[src/rtl/sram_stage_sequencer.sv]
// ---------------------------------------------------------------------------
// sram_stage_sequencer
//
// Purpose:
//   Runs a set of processing stages one after another. Each stage gets
//   exclusive use of a shared SRAM controller while it runs. After a go
//   pulse the sequencer waits START_DELAY settle cycles. It then starts
//   every enabled stage in ascending index order and waits for each stage's
//   done pulse. The bus stays idle for one cycle between stages. When every
//   enabled stage has finished, the SRAM is handed to the display reader.
//
// Optional feature:
//   `define STAGE_TIMEOUT_EN  adds a per-stage watchdog. A stage that stays
//   in RUN for TIMEOUT_CYCLES cycles without signalling done moves the
//   sequencer to ERROR and raises the error flag. Without the macro, error
//   is tied low and ERROR is never reached.
//
// Ports:
//   CLOCK_50_I       clock
//   Resetn           asynchronous active-low reset
//   go               single-cycle start/restart pulse
//   stage_mask       per-stage enable, latched on go
//   stage_start      level start to the granted stage
//   stage_done       per-stage completion pulse
//   stage_addr       packed per-stage SRAM addresses
//   stage_wdata      packed per-stage SRAM write data
//   stage_we_n       per-stage SRAM write enables (active low)
//   disp_addr        display reader address
//   disp_enable      display reader owns the SRAM
//   SRAM_address     address to the SRAM controller
//   SRAM_write_data  write data to the SRAM controller
//   SRAM_we_n        write enable to the SRAM controller (active low)
//   active_stage     index of the granted stage
//   busy             registered, high in DELAY, RUN and NEXT
//   error            stage timeout flag
// ---------------------------------------------------------------------------
module sram_stage_sequencer #(
    parameter int NUM_STAGES     = 3,
    parameter int ADDR_W         = 18,
    parameter int DATA_W         = 16,
    parameter int START_DELAY    = 10,
    parameter int TIMEOUT_CYCLES = 1 << 24
) (
    input  logic                         CLOCK_50_I,
    input  logic                         Resetn,
    input  logic                         go,
    input  logic [NUM_STAGES-1:0]        stage_mask,
    output logic [NUM_STAGES-1:0]        stage_start,
    input  logic [NUM_STAGES-1:0]        stage_done,
    input  logic [NUM_STAGES*ADDR_W-1:0] stage_addr,
    input  logic [NUM_STAGES*DATA_W-1:0] stage_wdata,
    input  logic [NUM_STAGES-1:0]        stage_we_n,
    input  logic [ADDR_W-1:0]            disp_addr,
    output logic                         disp_enable,
    output logic [ADDR_W-1:0]            SRAM_address,
    output logic [DATA_W-1:0]            SRAM_write_data,
    output logic                         SRAM_we_n,
    output logic [2:0]                   active_stage,
    output logic                         busy,
    output logic                         error
);

    typedef enum logic [2:0] {
        S_IDLE,
        S_DELAY,
        S_RUN,
        S_NEXT,
        S_DONE,
        S_ERROR
    } state_t;

    localparam logic [7:0] DELAY_LAST = 8'(START_DELAY - 1);

    state_t                  r_state;
    state_t                  w_nextState;
    logic [NUM_STAGES-1:0]   r_mask;
    logic [7:0]              r_delayCnt;
    logic [2:0]              r_stage;
    logic [2:0]              w_nextStage;
    logic                    r_busy;
    logic                    w_loadMask;

    logic                    w_firstValid;
    logic [2:0]              w_firstIdx;
    logic                    w_nextValid;
    logic [2:0]              w_nextIdx;
    logic                    w_activeDone;

`ifdef STAGE_TIMEOUT_EN
    localparam logic [31:0] WD_LAST = 32'(TIMEOUT_CYCLES - 1);
    logic [31:0]             r_wdCnt;
    logic                    r_error;
`endif

    // Find the lowest enabled stage overall (used when leaving DELAY). Also
    // find the lowest enabled stage above the current one (used when leaving
    // NEXT). The loops walk downwards, so the lowest match is written last
    // and wins.
    always_comb begin
        w_firstValid = 1'b0;
        w_firstIdx   = 3'd0;
        w_nextValid  = 1'b0;
        w_nextIdx    = 3'd0;
        for (int i = NUM_STAGES - 1; i >= 0; i--) begin
            if (r_mask[i]) begin
                w_firstValid = 1'b1;
                w_firstIdx   = 3'(i);
            end
            if (r_mask[i] && (3'(i) > r_stage)) begin
                w_nextValid = 1'b1;
                w_nextIdx   = 3'(i);
            end
        end
    end

    // Only the granted stage's done bit matters. All other done bits are
    // ignored.
    always_comb begin
        w_activeDone = 1'b0;
        for (int i = 0; i < NUM_STAGES; i++) begin
            if (r_stage == 3'(i)) begin
                w_activeDone = stage_done[i];
            end
        end
    end

    // Next-state logic. A go pulse is honoured only in IDLE, DONE and ERROR.
    // In RUN, stage_done therefore always wins over a simultaneous go.
    always_comb begin
        w_nextState = r_state;
        w_nextStage = r_stage;
        w_loadMask  = 1'b0;
        case (r_state)
            S_IDLE: begin
                if (go) begin
                    w_nextState = S_DELAY;
                    w_loadMask  = 1'b1;
                end
            end
            S_DELAY: begin
                if (r_delayCnt == DELAY_LAST) begin
                    if (w_firstValid) begin
                        w_nextState = S_RUN;
                        w_nextStage = w_firstIdx;
                    end else begin
                        w_nextState = S_DONE;
                    end
                end
            end
            S_RUN: begin
                if (w_activeDone) begin
                    w_nextState = S_NEXT;
                end
`ifdef STAGE_TIMEOUT_EN
                else if (r_wdCnt == WD_LAST) begin
                    w_nextState = S_ERROR;
                end
`endif
            end
            S_NEXT: begin
                if (w_nextValid) begin
                    w_nextState = S_RUN;
                    w_nextStage = w_nextIdx;
                end else begin
                    w_nextState = S_DONE;
                end
            end
            S_DONE: begin
                if (go) begin
                    w_nextState = S_DELAY;
                    w_loadMask  = 1'b1;
                end
            end
            S_ERROR: begin
`ifdef STAGE_TIMEOUT_EN
                if (go) begin
                    w_nextState = S_DELAY;
                    w_loadMask  = 1'b1;
                end
`else
                w_nextState = S_IDLE;
`endif
            end
            default: w_nextState = S_IDLE;
        endcase
    end

    // State, mask, delay counter and busy registers. busy is computed from
    // the next state, so it changes on the same edge as the state.
    always_ff @(posedge CLOCK_50_I or negedge Resetn) begin
        if (!Resetn) begin
            r_state    <= S_IDLE;
            r_stage    <= 3'd0;
            r_mask     <= '0;
            r_delayCnt <= 8'd0;
            r_busy     <= 1'b0;
        end else begin
            r_state <= w_nextState;
            r_stage <= w_nextStage;
            r_busy  <= (w_nextState == S_DELAY) || (w_nextState == S_RUN) ||
                       (w_nextState == S_NEXT);
            if (w_loadMask) begin
                r_mask     <= stage_mask;
                r_delayCnt <= 8'd0;
            end else if (r_state == S_DELAY) begin
                r_delayCnt <= r_delayCnt + 8'd1;
            end
        end
    end

`ifdef STAGE_TIMEOUT_EN
    // Watchdog: restarts from zero on every RUN entry and counts each RUN
    // cycle. error is registered and follows entry into ERROR.
    always_ff @(posedge CLOCK_50_I or negedge Resetn) begin
        if (!Resetn) begin
            r_wdCnt <= 32'd0;
            r_error <= 1'b0;
        end else begin
            if ((w_nextState == S_RUN) && (r_state != S_RUN)) begin
                r_wdCnt <= 32'd0;
            end else if (r_state == S_RUN) begin
                r_wdCnt <= r_wdCnt + 32'd1;
            end
            r_error <= (w_nextState == S_ERROR);
        end
    end

    assign error = r_error;
`else
    assign error = 1'b0;
`endif

    // Stage starts and SRAM bus mux. The granted stage drives the bus
    // combinationally with no added latency. The display reader owns the
    // bus in DONE. Every other state leaves the bus idle.
    always_comb begin
        stage_start     = '0;
        SRAM_address    = '0;
        SRAM_write_data = '0;
        SRAM_we_n       = 1'b1;
        if (r_state == S_RUN) begin
            for (int i = 0; i < NUM_STAGES; i++) begin
                if (r_stage == 3'(i)) begin
                    stage_start[i]  = 1'b1;
                    SRAM_address    = stage_addr[i*ADDR_W +: ADDR_W];
                    SRAM_write_data = stage_wdata[i*DATA_W +: DATA_W];
                    SRAM_we_n       = stage_we_n[i];
                end
            end
        end else if (r_state == S_DONE) begin
            SRAM_address = disp_addr;
        end
    end

    assign disp_enable  = (r_state == S_DONE);
    assign active_stage = r_stage;
    assign busy         = r_busy;

endmodule

[config.mk]
export PLATFORM = sky130hd
export DESIGN_NAME = sram_stage_sequencer
export DESIGN_NICKNAME = d
export VERILOG_FILES = /design/src/rtl/sram_stage_sequencer.sv
export SDC_FILE = /design/constraint.sdc
export NUM_CORES = 1
export LEC_CHECK = 0
export BUFFER_PORTS_ARGS = -buffer_cell sky130_fd_sc_hd__buf_2
export CAP_MARGIN = 20
export CORE_MARGIN = 8
export CORE_UTILIZATION = 35
export CTS_BUF_LIST = sky130_fd_sc_hd__clkbuf_2
export DETAILED_ROUTE_END_ITERATION = 12
export GPL_TIMING_DRIVEN = 1
export PLACE_DENSITY = 0.91
export REMOVE_ABC_BUFFERS = 1
export SLEW_MARGIN = 10
export SYNTH_ARGS = -nofsm -noshare
export SYNTH_HDL_FRONTEND = slang
export SYNTH_SLANG_ARGS = --single-unit
[constraint.sdc]
create_clock -name CLOCK_50_I -period 1.4 [get_ports CLOCK_50_I]
set_input_delay 0.14 -clock CLOCK_50_I [delete_from_list [all_inputs] [get_ports CLOCK_50_I]]
set_output_delay 0.14 -clock CLOCK_50_I [all_outputs]
set_load 0.01 [all_outputs]
==> flow_metrics.tcl <==
set metrics [dict create \
    synth_area_leaders "dfrtp_1 (22%), mux2i_1 (16%), nor2_1 (12%)" \
    period_share_pct 139.3 \
    worstSetupPathType "reg -> out" \
    grt_pass1_wl_mm 15.87 \
    cts_num_sinks 17 \
    timing.rr.start "active_stage[0]" \
    ys.flop_type "dfrtp_1" \
    arrival_ns 1.81 \
    port-buffer-count 173 \
    power_density_nw_per_um2 1669 \
    fin_crit_ns 1.950 \
    hold_class "in -> reg" \
    synthCells 259 \
    crit_required_ns 1.26 \
    cts_tree "built" \
    drc 0 \
    synthArstFlopShare_pct 100.0 \
    htreeDepth 1 \
    startpoint_type "flop" \
    rr_endpoint "busy" \
    slowest_delay_ns 0.49 \
    synthToLayoutAreaGrowth_pct 103.1 \
    num_rows 27 \
    endpoint_kind "output port" \
    die_y_um 90.08 \
    critPathMostFrequentCell "buf_12" \
    grt.overflow.total 0 \
    clockRootBuffer "clkbuf_2" \
    core_um2 5405 \
    yosys.area.top_type_share_pct 22.15 \
    fin_nets 632 \
    drtIter0Drc 225 \
    ys_seq_elements 17 \
    hpwlAfterDp_mm 8.001 \
    fmax_mhz 512.9 \
    synth_most_common_cell "nor2_1" \
    netlist_area_um2 1921 \
    viasPerCell 5.643 \
    fp.dieW_um 90.08 \
    antenna_found_initial 0 \
    outcome "finished, violations left" \
    syn_avg_cell_area_um2 7.415 \
    fp.dieArea_um2 8114 \
    track_usage_pct 23.92 \
    ios 176 \
    synthTopCellsByCount "nor2_1 (59), mux2i_1 (31), a21oi_1 (30)" \
    gp_congestion 1.028 \
    ant_nets 0 \
    critPathMaxFanout 9 \
    setup_viol 54 \
    hold_violations 0 \
    vias 3211 \
    drtPass1Iterations 5 \
    final_cells 569 \
    drive_gt1_share_pct 61.77 \
    path_clk_slew_ns 0.20 \
    rsz0062_at_grt "true" \
    cts_buffers 3 \
    fin_tns_setup_ns -20.85 \
    maxCapViolations 0 \
    holdPathStages 3 \
    ys_seq_area_share_pct 22.15 \
    cts_buffer_depth 2 \
    drv_slew 0 \
    grt_pass1_vias 3134 \
    synth_top_cell_by_area "dfrtp_1" \
    whs_endpoint "r_mask[2]" \
    worst_slack_ns -0.5497 \
    clk_latency_ns 0.32 \
    finalClockSkew_ns 0.02092 \
    r2r_slack_ns -0.37 \
    synthDistinctLibCells 43 \
    path_cells "buf_12, nor2b_4, buf_12, a22oi_2, nor2_1, a221o_1, buf_2" \
    wl_per_cell_um 21.54 \
    post-place-cells 528 \
    synth-edff-count 0 \
    reg2reg_depth 7 \
    antenna_cells 0 \
    p_leak_nw 2.043 \
    slowest_stage "dfrtp_2" \
    peakVddDrop_uv 874.2 \
    grt_max_degree 22 \
    yosysWarnings 0 \
    start_util_pct 35.53 \
    violations "negative setup slack" \
    totalWireLength_mm 12.26 \
    min_from "stage_mask[2]" \
]
## registers in the layout (all words and copies together), names as in the netlist
signal and flops:
r_mask 3, r_state 3, active_stage 2, r_delayCnt 8
busy 1
## worst max path at each step
| stage | endpoint | slack (ns) | depth (start not counted) | from |
|---|---|---|---|---|
| floorplan | busy | -1.61 | 4 | active_stage[0] |
| global placement | SRAM_address[7] | -0.18 | 5 | r_state[2] |
| detailed placement | SRAM_address[16] | -0.15 | 5 | active_stage[0] |
| CTS | SRAM_address[16] | -0.44 | 5 | r_state[2] |
| global route | SRAM_address[3] | -0.70 | 7 | active_stage[0] |
| finish | SRAM_address[3] | -0.55 | 7 | active_stage[0] |
## routing by layer
layer	global-route usage (%)	wire, um	up-vias
li1	-	-	1386
met1	26.73	4566	1503
met2	41.78	6017	260
met3	5.320	1090	62
met4	11.79	585	0
met5	0	0	-
## through the flow
step           utilization, %  instance area (um^2)  hold slack, ns  setup slack, ns  total power, mW
6_report                72.18                  3901         0.02688          -0.5497            6.511
2_1_floorplan               -                  1827         -0.1556           -1.607            2.753
3_5_place_dp            58.77                  3177         0.08206          -0.1507            4.394
5_1_grt                 72.18                  3901        -0.03009          -0.6959            6.855
3_3_place_gp            58.77                  3177         0.07209          -0.1754            4.244
4_1_cts                 64.03                  3461         0.03221          -0.4427            5.234
## logic make-up (layout without fill, tap and decap cells)
kind of cell | after synthesis | in the layout | synth area share, %
adders and majority gates | 2 | 2 | 1.303
and+or+nand+nor | 108 | 108 | 28.60
buffers and inverters | 26 | 263 | 6.254
AOI/OAI and AO/OA | 64 | 64 | 20.39
other | 1 | 2 | 0.1953
DFF | 17 | 17 | 22.15
xor gates and xnor gates | 7 | 7 | 3.192
muxes | 34 | 34 | 17.92
## area by class of cell
cell class | count | area [um^2]
inverters | 6 | 27.53
well taps | 72 | 90.09
fillers | 370 | 1504
multi-input cells | 217 | 1593
clock buffers | 4 | 20.02
repair buffers | 253 | 1742
flip-flops and latches | 17 | 429.2
## timing repair
action | 4_1_cts | 5_1_grt
setup buffers | 11 | 24
cloned | 1 | 3
endpoints found under the hold margin | 17 | 0
hold buffers | 1 | 0
gates resized for setup | 40 | 70
pin swaps | 15 | 29
setup endpoints to repair | 48 | 56
## cells in the final DEF (no fill, tap or decap), types with 4 or more instances in the layout
cell type	count
buf_2	170
nor2_1	58
buf_4	37
buf_6	34
mux2i_1	31
a21oi_1	26
o21ai_1	14
dfrtp_1	14
nand2_1	10
nand2_2	8
a221o_1	6
xor2_1	6
buf_12	6
inv_1	5
a22oi_2	5
clkbuf_2	4
## where the power goes
part           leakage, nW  total (mW)  internal [mW]  switching [mW]
sequential           0.212       0.873          0.689           0.184
combinational         1.81        5.39           2.85            2.54
clock               0.0166       0.251         0.0756           0.176
## worst max-delay path, delay by kind of cell (launching register included)
family	cells	cell delay, ns
flops	1	0.49
simple gates	2	0.32
compound gates	2	0.21
buf+inv	3	0.46
Note: power is estimated with default switching activity, not from simulation.
